==> src/rtl/aes_stream_arbiter_if.sv <==
// Bundles the requester, controller and response streams that the arbiter sits between.
// The arbiter uses the slave view; the surrounding fabric (or a bench) uses the master view.
interface aes_stream_arbiter_if #(
    parameter int NUM_REQ    = 2,
    parameter int DATA_WIDTH = 32
);
    logic [NUM_REQ-1:0]            req_pending;
    logic [NUM_REQ-1:0]            req_wren;
    logic [NUM_REQ*DATA_WIDTH-1:0] req_data;
    logic [NUM_REQ-1:0]            req_tlast;
    logic [NUM_REQ-1:0]            req_busy;

    logic                          in_bus_data_wren;
    logic [DATA_WIDTH-1:0]         in_bus_data;
    logic                          in_bus_tlast;
    logic                          controller_in_busy;

    logic                          out_bus_tvalid;
    logic [DATA_WIDTH-1:0]         out_bus_tdata;
    logic                          out_bus_tlast;
    logic                          out_bus_tready;

    logic [NUM_REQ-1:0]            rsp_tvalid;
    logic [NUM_REQ*DATA_WIDTH-1:0] rsp_tdata;
    logic [NUM_REQ-1:0]            rsp_tlast;
    logic [NUM_REQ-1:0]            rsp_tready;

    modport slave (
        input  req_pending, req_wren, req_data, req_tlast,
        output req_busy,
        output in_bus_data_wren, in_bus_data, in_bus_tlast,
        input  controller_in_busy,
        input  out_bus_tvalid, out_bus_tdata, out_bus_tlast,
        output out_bus_tready,
        output rsp_tvalid, rsp_tdata, rsp_tlast,
        input  rsp_tready
    );

    modport master (
        output req_pending, req_wren, req_data, req_tlast,
        input  req_busy,
        input  in_bus_data_wren, in_bus_data, in_bus_tlast,
        output controller_in_busy,
        output out_bus_tvalid, out_bus_tdata, out_bus_tlast,
        input  out_bus_tready,
        input  rsp_tvalid, rsp_tdata, rsp_tlast,
        output rsp_tready
    );
endinterface

==> src/rtl/aes_stream_arbiter.sv <==
// Round-robin, packet-granular sharing of one AES controller between NUM_REQ requesters;
// an order FIFO of grants steers the in-order controller output back to each packet's owner.
module aes_stream_arbiter #(
    parameter int NUM_REQ     = 2,
    parameter int DATA_WIDTH  = 32,
    parameter int ORDER_DEPTH = 4
) (
    input  logic                  clk,
    input  logic                  resetn,
    aes_stream_arbiter_if.slave   bus
);
    localparam int GW = $clog2(NUM_REQ);
    localparam int PW = $clog2(ORDER_DEPTH);
    localparam int CW = PW + 1;

    typedef enum logic {IDLE, PASS} state_t;

    state_t                state_q, state_d;
    logic [GW-1:0]         grant_q, grant_d;
    logic [GW-1:0]         rr_ptr_q, rr_ptr_d;
    logic [GW-1:0]         order_mem_q [ORDER_DEPTH];
    logic [PW-1:0]         wr_ptr_q, rd_ptr_q;
    logic [CW-1:0]         count_q;

    logic                  fifo_empty, fifo_full, push, pop, passing;
    logic [GW-1:0]         head;
    logic                  pick_valid;
    logic [GW-1:0]         pick_idx;
    logic                  sel_wren, sel_tlast;
    logic [DATA_WIDTH-1:0] sel_data;

    assign fifo_empty = (count_q == '0);
    assign fifo_full  = (count_q == CW'(ORDER_DEPTH));
    assign head       = order_mem_q[rd_ptr_q];

    // Outputs are forced to their reset values while resetn is low, not only after the edge.
    assign passing = resetn & (state_q == PASS);

    // First pending requester at or after rr_ptr, searching cyclically.
    always_comb begin
        int idx;
        idx        = 0;
        pick_valid = 1'b0;
        pick_idx   = '0;
        for (int k = 0; k < NUM_REQ; k++) begin
            idx = int'(rr_ptr_q) + k;
            if (idx >= NUM_REQ) idx = idx - NUM_REQ;
            if (!pick_valid && bus.req_pending[idx]) begin
                pick_valid = 1'b1;
                pick_idx   = GW'(idx);
            end
        end
    end

    always_comb begin
        sel_wren  = 1'b0;
        sel_tlast = 1'b0;
        sel_data  = '0;
        for (int i = 0; i < NUM_REQ; i++) begin
            if (grant_q == GW'(i)) begin
                sel_wren  = bus.req_wren[i];
                sel_tlast = bus.req_tlast[i];
                sel_data  = bus.req_data[i*DATA_WIDTH +: DATA_WIDTH];
            end
        end
    end

    assign bus.in_bus_data_wren = passing & sel_wren & ~bus.controller_in_busy;
    assign bus.in_bus_data      = sel_data;
    assign bus.in_bus_tlast     = passing & sel_tlast;

    assign push = bus.in_bus_data_wren & sel_tlast;
    assign bus.out_bus_tready = resetn & ~fifo_empty & bus.rsp_tready[head];
    assign pop  = bus.out_bus_tready & bus.out_bus_tvalid & bus.out_bus_tlast;

    for (genvar gi = 0; gi < NUM_REQ; gi++) begin : g_req
        logic route;
        assign route = resetn & ~fifo_empty & (head == GW'(gi)) & bus.out_bus_tvalid;
        assign bus.req_busy[gi]   = ~passing | (grant_q != GW'(gi)) | bus.controller_in_busy;
        assign bus.rsp_tvalid[gi] = route;
        assign bus.rsp_tlast[gi]  = route & bus.out_bus_tlast;
        assign bus.rsp_tdata[gi*DATA_WIDTH +: DATA_WIDTH] = bus.out_bus_tdata;
    end

    always_comb begin
        state_d  = state_q;
        grant_d  = grant_q;
        rr_ptr_d = rr_ptr_q;
        case (state_q)
            IDLE: begin
                if (pick_valid && !fifo_full) begin
                    grant_d = pick_idx;
                    state_d = PASS;
                end
            end
            PASS: begin
                if (push) begin
                    rr_ptr_d = (grant_q == GW'(NUM_REQ - 1)) ? '0 : grant_q + GW'(1);
                    state_d  = IDLE;
                end
            end
            default: state_d = IDLE;
        endcase
    end

    always_ff @(posedge clk) begin
        if (!resetn) begin
            state_q  <= IDLE;
            grant_q  <= '0;
            rr_ptr_q <= '0;
            wr_ptr_q <= '0;
            rd_ptr_q <= '0;
            count_q  <= '0;
        end else begin
            state_q  <= state_d;
            grant_q  <= grant_d;
            rr_ptr_q <= rr_ptr_d;
            if (push) wr_ptr_q <= wr_ptr_q + PW'(1);
            if (pop)  rd_ptr_q <= rd_ptr_q + PW'(1);
            case ({push, pop})
                2'b10:   count_q <= count_q + CW'(1);
                2'b01:   count_q <= count_q - CW'(1);
                default: count_q <= count_q;
            endcase
        end
    end

    // Entries are only read when the count says they were written, so no reset is needed.
    always_ff @(posedge clk) begin
        if (push) order_mem_q[wr_ptr_q] <= grant_q;
    end
endmodule

==> src/flat_wrapper.sv <==
// flat-port wrapper written by rule: the top's interface ports become plain ports
module aes_stream_arbiter_flat 
#(
    parameter int NUM_REQ     = 2,
    parameter int DATA_WIDTH  = 32,
    parameter int ORDER_DEPTH = 4
)
  (clk, resetn, bus_req_pending, bus_req_wren, bus_req_data, bus_req_tlast, bus_req_busy, bus_in_bus_data_wren, bus_in_bus_data, bus_in_bus_tlast, bus_controller_in_busy, bus_out_bus_tvalid, bus_out_bus_tdata, bus_out_bus_tlast, bus_out_bus_tready, bus_rsp_tvalid, bus_rsp_tdata, bus_rsp_tlast, bus_rsp_tready);
  aes_stream_arbiter_if #(.NUM_REQ(NUM_REQ), .DATA_WIDTH(DATA_WIDTH)) bus_i ();
  input  logic clk;
  input  logic resetn;
  input wire logic [$bits(bus_i.req_pending)-1:0] bus_req_pending;
  input wire logic [$bits(bus_i.req_wren)-1:0] bus_req_wren;
  input wire logic [$bits(bus_i.req_data)-1:0] bus_req_data;
  input wire logic [$bits(bus_i.req_tlast)-1:0] bus_req_tlast;
  output wire logic [$bits(bus_i.req_busy)-1:0] bus_req_busy;
  output wire logic [$bits(bus_i.in_bus_data_wren)-1:0] bus_in_bus_data_wren;
  output wire logic [$bits(bus_i.in_bus_data)-1:0] bus_in_bus_data;
  output wire logic [$bits(bus_i.in_bus_tlast)-1:0] bus_in_bus_tlast;
  input wire logic [$bits(bus_i.controller_in_busy)-1:0] bus_controller_in_busy;
  input wire logic [$bits(bus_i.out_bus_tvalid)-1:0] bus_out_bus_tvalid;
  input wire logic [$bits(bus_i.out_bus_tdata)-1:0] bus_out_bus_tdata;
  input wire logic [$bits(bus_i.out_bus_tlast)-1:0] bus_out_bus_tlast;
  output wire logic [$bits(bus_i.out_bus_tready)-1:0] bus_out_bus_tready;
  output wire logic [$bits(bus_i.rsp_tvalid)-1:0] bus_rsp_tvalid;
  output wire logic [$bits(bus_i.rsp_tdata)-1:0] bus_rsp_tdata;
  output wire logic [$bits(bus_i.rsp_tlast)-1:0] bus_rsp_tlast;
  input wire logic [$bits(bus_i.rsp_tready)-1:0] bus_rsp_tready;
  assign bus_i.req_pending = bus_req_pending;
  assign bus_i.req_wren = bus_req_wren;
  assign bus_i.req_data = bus_req_data;
  assign bus_i.req_tlast = bus_req_tlast;
  assign bus_req_busy = bus_i.req_busy;
  assign bus_in_bus_data_wren = bus_i.in_bus_data_wren;
  assign bus_in_bus_data = bus_i.in_bus_data;
  assign bus_in_bus_tlast = bus_i.in_bus_tlast;
  assign bus_i.controller_in_busy = bus_controller_in_busy;
  assign bus_i.out_bus_tvalid = bus_out_bus_tvalid;
  assign bus_i.out_bus_tdata = bus_out_bus_tdata;
  assign bus_i.out_bus_tlast = bus_out_bus_tlast;
  assign bus_out_bus_tready = bus_i.out_bus_tready;
  assign bus_rsp_tvalid = bus_i.rsp_tvalid;
  assign bus_rsp_tdata = bus_i.rsp_tdata;
  assign bus_rsp_tlast = bus_i.rsp_tlast;
  assign bus_i.rsp_tready = bus_rsp_tready;
  aes_stream_arbiter #(.NUM_REQ(NUM_REQ), .DATA_WIDTH(DATA_WIDTH), .ORDER_DEPTH(ORDER_DEPTH)) u_core (.clk(clk), .resetn(resetn), .bus(bus_i));
endmodule
==> config.mk <==
export PLATFORM = sky130hd
export DESIGN_NAME = aes_stream_arbiter_flat
export DESIGN_NICKNAME = d
export VERILOG_FILES = /design/src/rtl/aes_stream_arbiter_if.sv /design/src/rtl/aes_stream_arbiter.sv /design/src/flat_wrapper.sv
export SDC_FILE = /design/constraint.sdc
export NUM_CORES = 1
export LEC_CHECK = 0
export CORE_MARGIN = 10
export CORE_UTILIZATION = 24
export CTS_BUF_LIST = sky130_fd_sc_hd__clkbuf_4
export DETAILED_ROUTE_END_ITERATION = 7
export HOLD_SLACK_MARGIN = 0.15
export PLACE_DENSITY = 0.78
export SLEW_MARGIN = 20
export SYNTH_ARGS = -nofsm -noshare
export SYNTH_HDL_FRONTEND = slang
export SYNTH_SLANG_ARGS = --single-unit
==> constraint.sdc <==
create_clock -name clk -period 2.6 [get_ports clk]
set_input_delay 0.26 -clock clk [delete_from_list [all_inputs] [get_ports clk]]
set_output_delay 0.26 -clock clk [all_outputs]
set_load 0.02 [all_outputs]
==> summary.md <==
- **Clock Pin Slew Worst Setup and Hold Paths** 0.09 ns
- **Syn Std Cell Area** 1740 um2
- **Pleak** 0.931 nW
- **starting density of the core** 25.2%
- **standard-cell rows** 30
- **fin worst setup slack** 0.113 ns
- **cell at the root of the clock tree** sky130_fd_sc_hd__clkbuf_4
- **Slew Viols, Final** 0
- **Finished Core Util** 37.6%
- **top post-synthesis cells by count** sky130_fd_sc_hd__buf_4 (66), sky130_fd_sc_hd__mux2_2 (32), sky130_fd_sc_hd__dfxtp_1 (12), sky130_fd_sc_hd__and2_1 (8)
- **deepest clock path buffer count** 2
- **number of nets in the synthesized netlist** 303
- **I/O Pins** 214
- **HPWL after detailed placement** 4.53 mm
- **kind of launch point of the worst setup path** flip-flop
- **antenna-violating nets left** 0
- **total via count after detailed routing** 1397
- **pwr dens** 289 nW/um2
- **number of endpoints with negative hold slack in the final report** 0
- **area share of the largest cell type after synthesis** 28.4%
- **layout cells sized above 1** 21.6%
- **sinks on the clock net** 16
- **post-DR vias/cell** 4.10
- **die extent in y** 105 um
- **final WL** 5.11 mm
- **clock buffer count from CTS** 3
- **post-route non-filler standard cell count** 341
- **CP delay by family, top** multiplexers
- **total power** 752 uW
- **growth of design area from synthesis to finish** 49.2%
- **number of remaining DRC errors** 0
- **post-synthesis cell count** 188
- **Worst Skew** 0.00308 ns
- **total of flip-flops plus latches after synthesis** 16
- **Hold Buf Count CTS** 0
- **Congestion Overflow GR** 0
- **Crit path largest cell delay** 0.50 ns
- **largest net degree at the start of global routing** 24
- **maximum vdd drop** 0.0000983 V
- **final period demand of the worst path** 2.49 ns
- **die area** 11100 um2
- **# setup viols final** 0
- **biggest area consumer among synthesized cells** sky130_fd_sc_hd__buf_4
- **Tcrit/Tclk final** 95.7%
- **all-layer global routing usage** 8.64%
- **number of placed instances with taps included** 335
- **transition at the pin with the smallest max-transition slack** 0.323 ns
- **biggest area contributors in the synthesized netlist** sky130_fd_sc_hd__buf_4 (28%), sky130_fd_sc_hd__mux2_2 (21%), sky130_fd_sc_hd__dfxtp_1 (14%)
- **antenna violations before repair** 0
- **fill cell count** 716
- **iteration count of the initial detailed-routing pass** 2
- **cell with the largest stage delay on the worst path** sky130_fd_sc_hd__mux4_2
- **status** finished, final reports clean
- **Max Cap Viol** 0
- **global-route wire length before repair** 8.01 mm
- **cell with the most instances after synthesis** sky130_fd_sc_hd__buf_4
- **TritonCTS clock tree** built
- **placer's final routability congestion estimate** 0.698
- **Fmax achieved** 402 MHz
- **cell chain of the critical path** mux4_2, mux2i_2, nor2_2, ha_2, inv_1, fa_1, xor2_1, or3_1, a21boi_1
- **buffering stage count on the worst path with inverters included** 1
- **critical path peak fanout** 3
- **placeable core region** 6910 um2
- **number of flops mapped to enable cells by yosys** 4
- **signal arrival time at the worst endpoint** 2.71 ns
- **clock latency of the later-clocked register in the worst-skew pair** 0.28 ns
- **DP Worst Slack** 0.0527 ns
- **per-cell routed wire length** 15.0 um
- **share of flip-flops with an asynchronous set or reset after synthesis** 0%
- **H-tree Lvls** 1
- **number of design-rule violations left by the first detailed-router iteration** 9
- **Crit Path Category** reg -> reg
- **number of diodes** 0
- **required time at the worst-slack endpoint** 2.82 ns
- **mean cell area of the mapped netlist** 9.26 um2
- **Final Net Count** 361
- **DIE WIDTH** 105 um
- **Distinct cells, synth** 36
- **number of port buffers** 117
- **leading register cell type out of synthesis** sky130_fd_sc_hd__dfxtp_1
- **part of the Yosys area used for sequential elements** 20.7%
- **worst slew margin relative to its limit** 78.4%
- **yosys warns** 0
- **via count of the first global-routing pass** 1552
- **Critical Path End Type** flip-flop
- **worst min-delay path category** reg -> reg
==> path summary, 6_finish.rpt <==
path	start	endpoint	slack, ns	cells past startpoint
worst max-delay path	u_core.order_mem_q[2]$_DFFE_PP_	u_core.count_q[2]$_SDFFE_PN0P_	0.11	9
worst min-delay path	u_core.rd_ptr_q[1]$_SDFFE_PN0P_	flip-flop	0.47	1
worst max register to register	u_core.order_mem_q[2]$_DFFE_PP_	u_core.count_q[2]$_SDFFE_PN0P_	0.11	9
worst min register to register	u_core.rd_ptr_q[1]$_SDFFE_PN0P_	flip-flop	0.47	1
==> layout by cell type, fill, tap and decap left out, types with 4 or more instances in the layout <==
master	instances
sky130_fd_sc_hd__inv_1	7
sky130_fd_sc_hd__nand2_1	7
sky130_fd_sc_hd__edfxtp_1	4
sky130_fd_sc_hd__dfxtp_1	11
sky130_fd_sc_hd__clkdlybuf4s50_1	117
sky130_fd_sc_hd__and2_1	8
sky130_fd_sc_hd__mux2_2	32
sky130_fd_sc_hd__mux2i_1	7
sky130_fd_sc_hd__nor2_1	5
sky130_fd_sc_hd__buf_4	7
sky130_fd_sc_hd__ha_1	4
==> where the power goes <==
group	total, mW	internal (mW)	switching [mW]
sequential	0.264	0.259	0.00482
clock	0.134	0.0557	0.0787
combinational	0.354	0.225	0.129
==> routing by layer <==
metal | vias up | share of wire [%] | GRT usage, %
li1 | 675 | - | -
met1 | 633 | 33 | 7.78
met2 | 77 | 55 | 16.3
met3 | 12 | 9.8 | 4.18
met4 | 0 | 2.0 | 3.04
met5 | - | 0 | 0
==> layout make-up <==
cell class	instances	area, um2	area share [%]
multi-input cells	94	841	32.4
inverters	7	26.3	1.01
clock buffers	3	22.5	0.867
clock inverters	1	3.75	0.144
repair buffers	124	1220	47.1
well taps	96	120	4.62
flip-flops and latches	16	362	13.9
==> stage by stage <==
step / setup TNS, ns / hold WS [ns] / area [um2]
finish: 0 / 0.471 / 2600
global route: -0.00775 / 0.506 / 2600
CTS: 0 / 0.480 / 2580
detailed placement: 0 / 0.466 / 2550
global placement: 0 / 0.441 / 2550
floorplan: 0 / 0.416 / 1740
==> logic make-up (layout without fill, tap and decap cells) <==
kind of cell | after synthesis | count (layout) | synth area share [%]
and+or+nand+nor | 33 | 33 | 10.5
buffers and inverters | 78 | 135 | 31.2
adders and majority gates | 6 | 6 | 4.74
DFF | 16 | 16 | 20.7
muxes | 41 | 41 | 26.8
xor gates and xnor gates | 3 | 3 | 1.51
AOI/OAI and AO/OA | 11 | 11 | 4.60
==> timing repair <==
item,4_1_cts,5_1_grt
setup endpoints to repair,0,1
setup buffers,0,2
gates resized for setup,0,2
endpoints found under the hold margin,0,0
(Power assumes the default switching activity.)
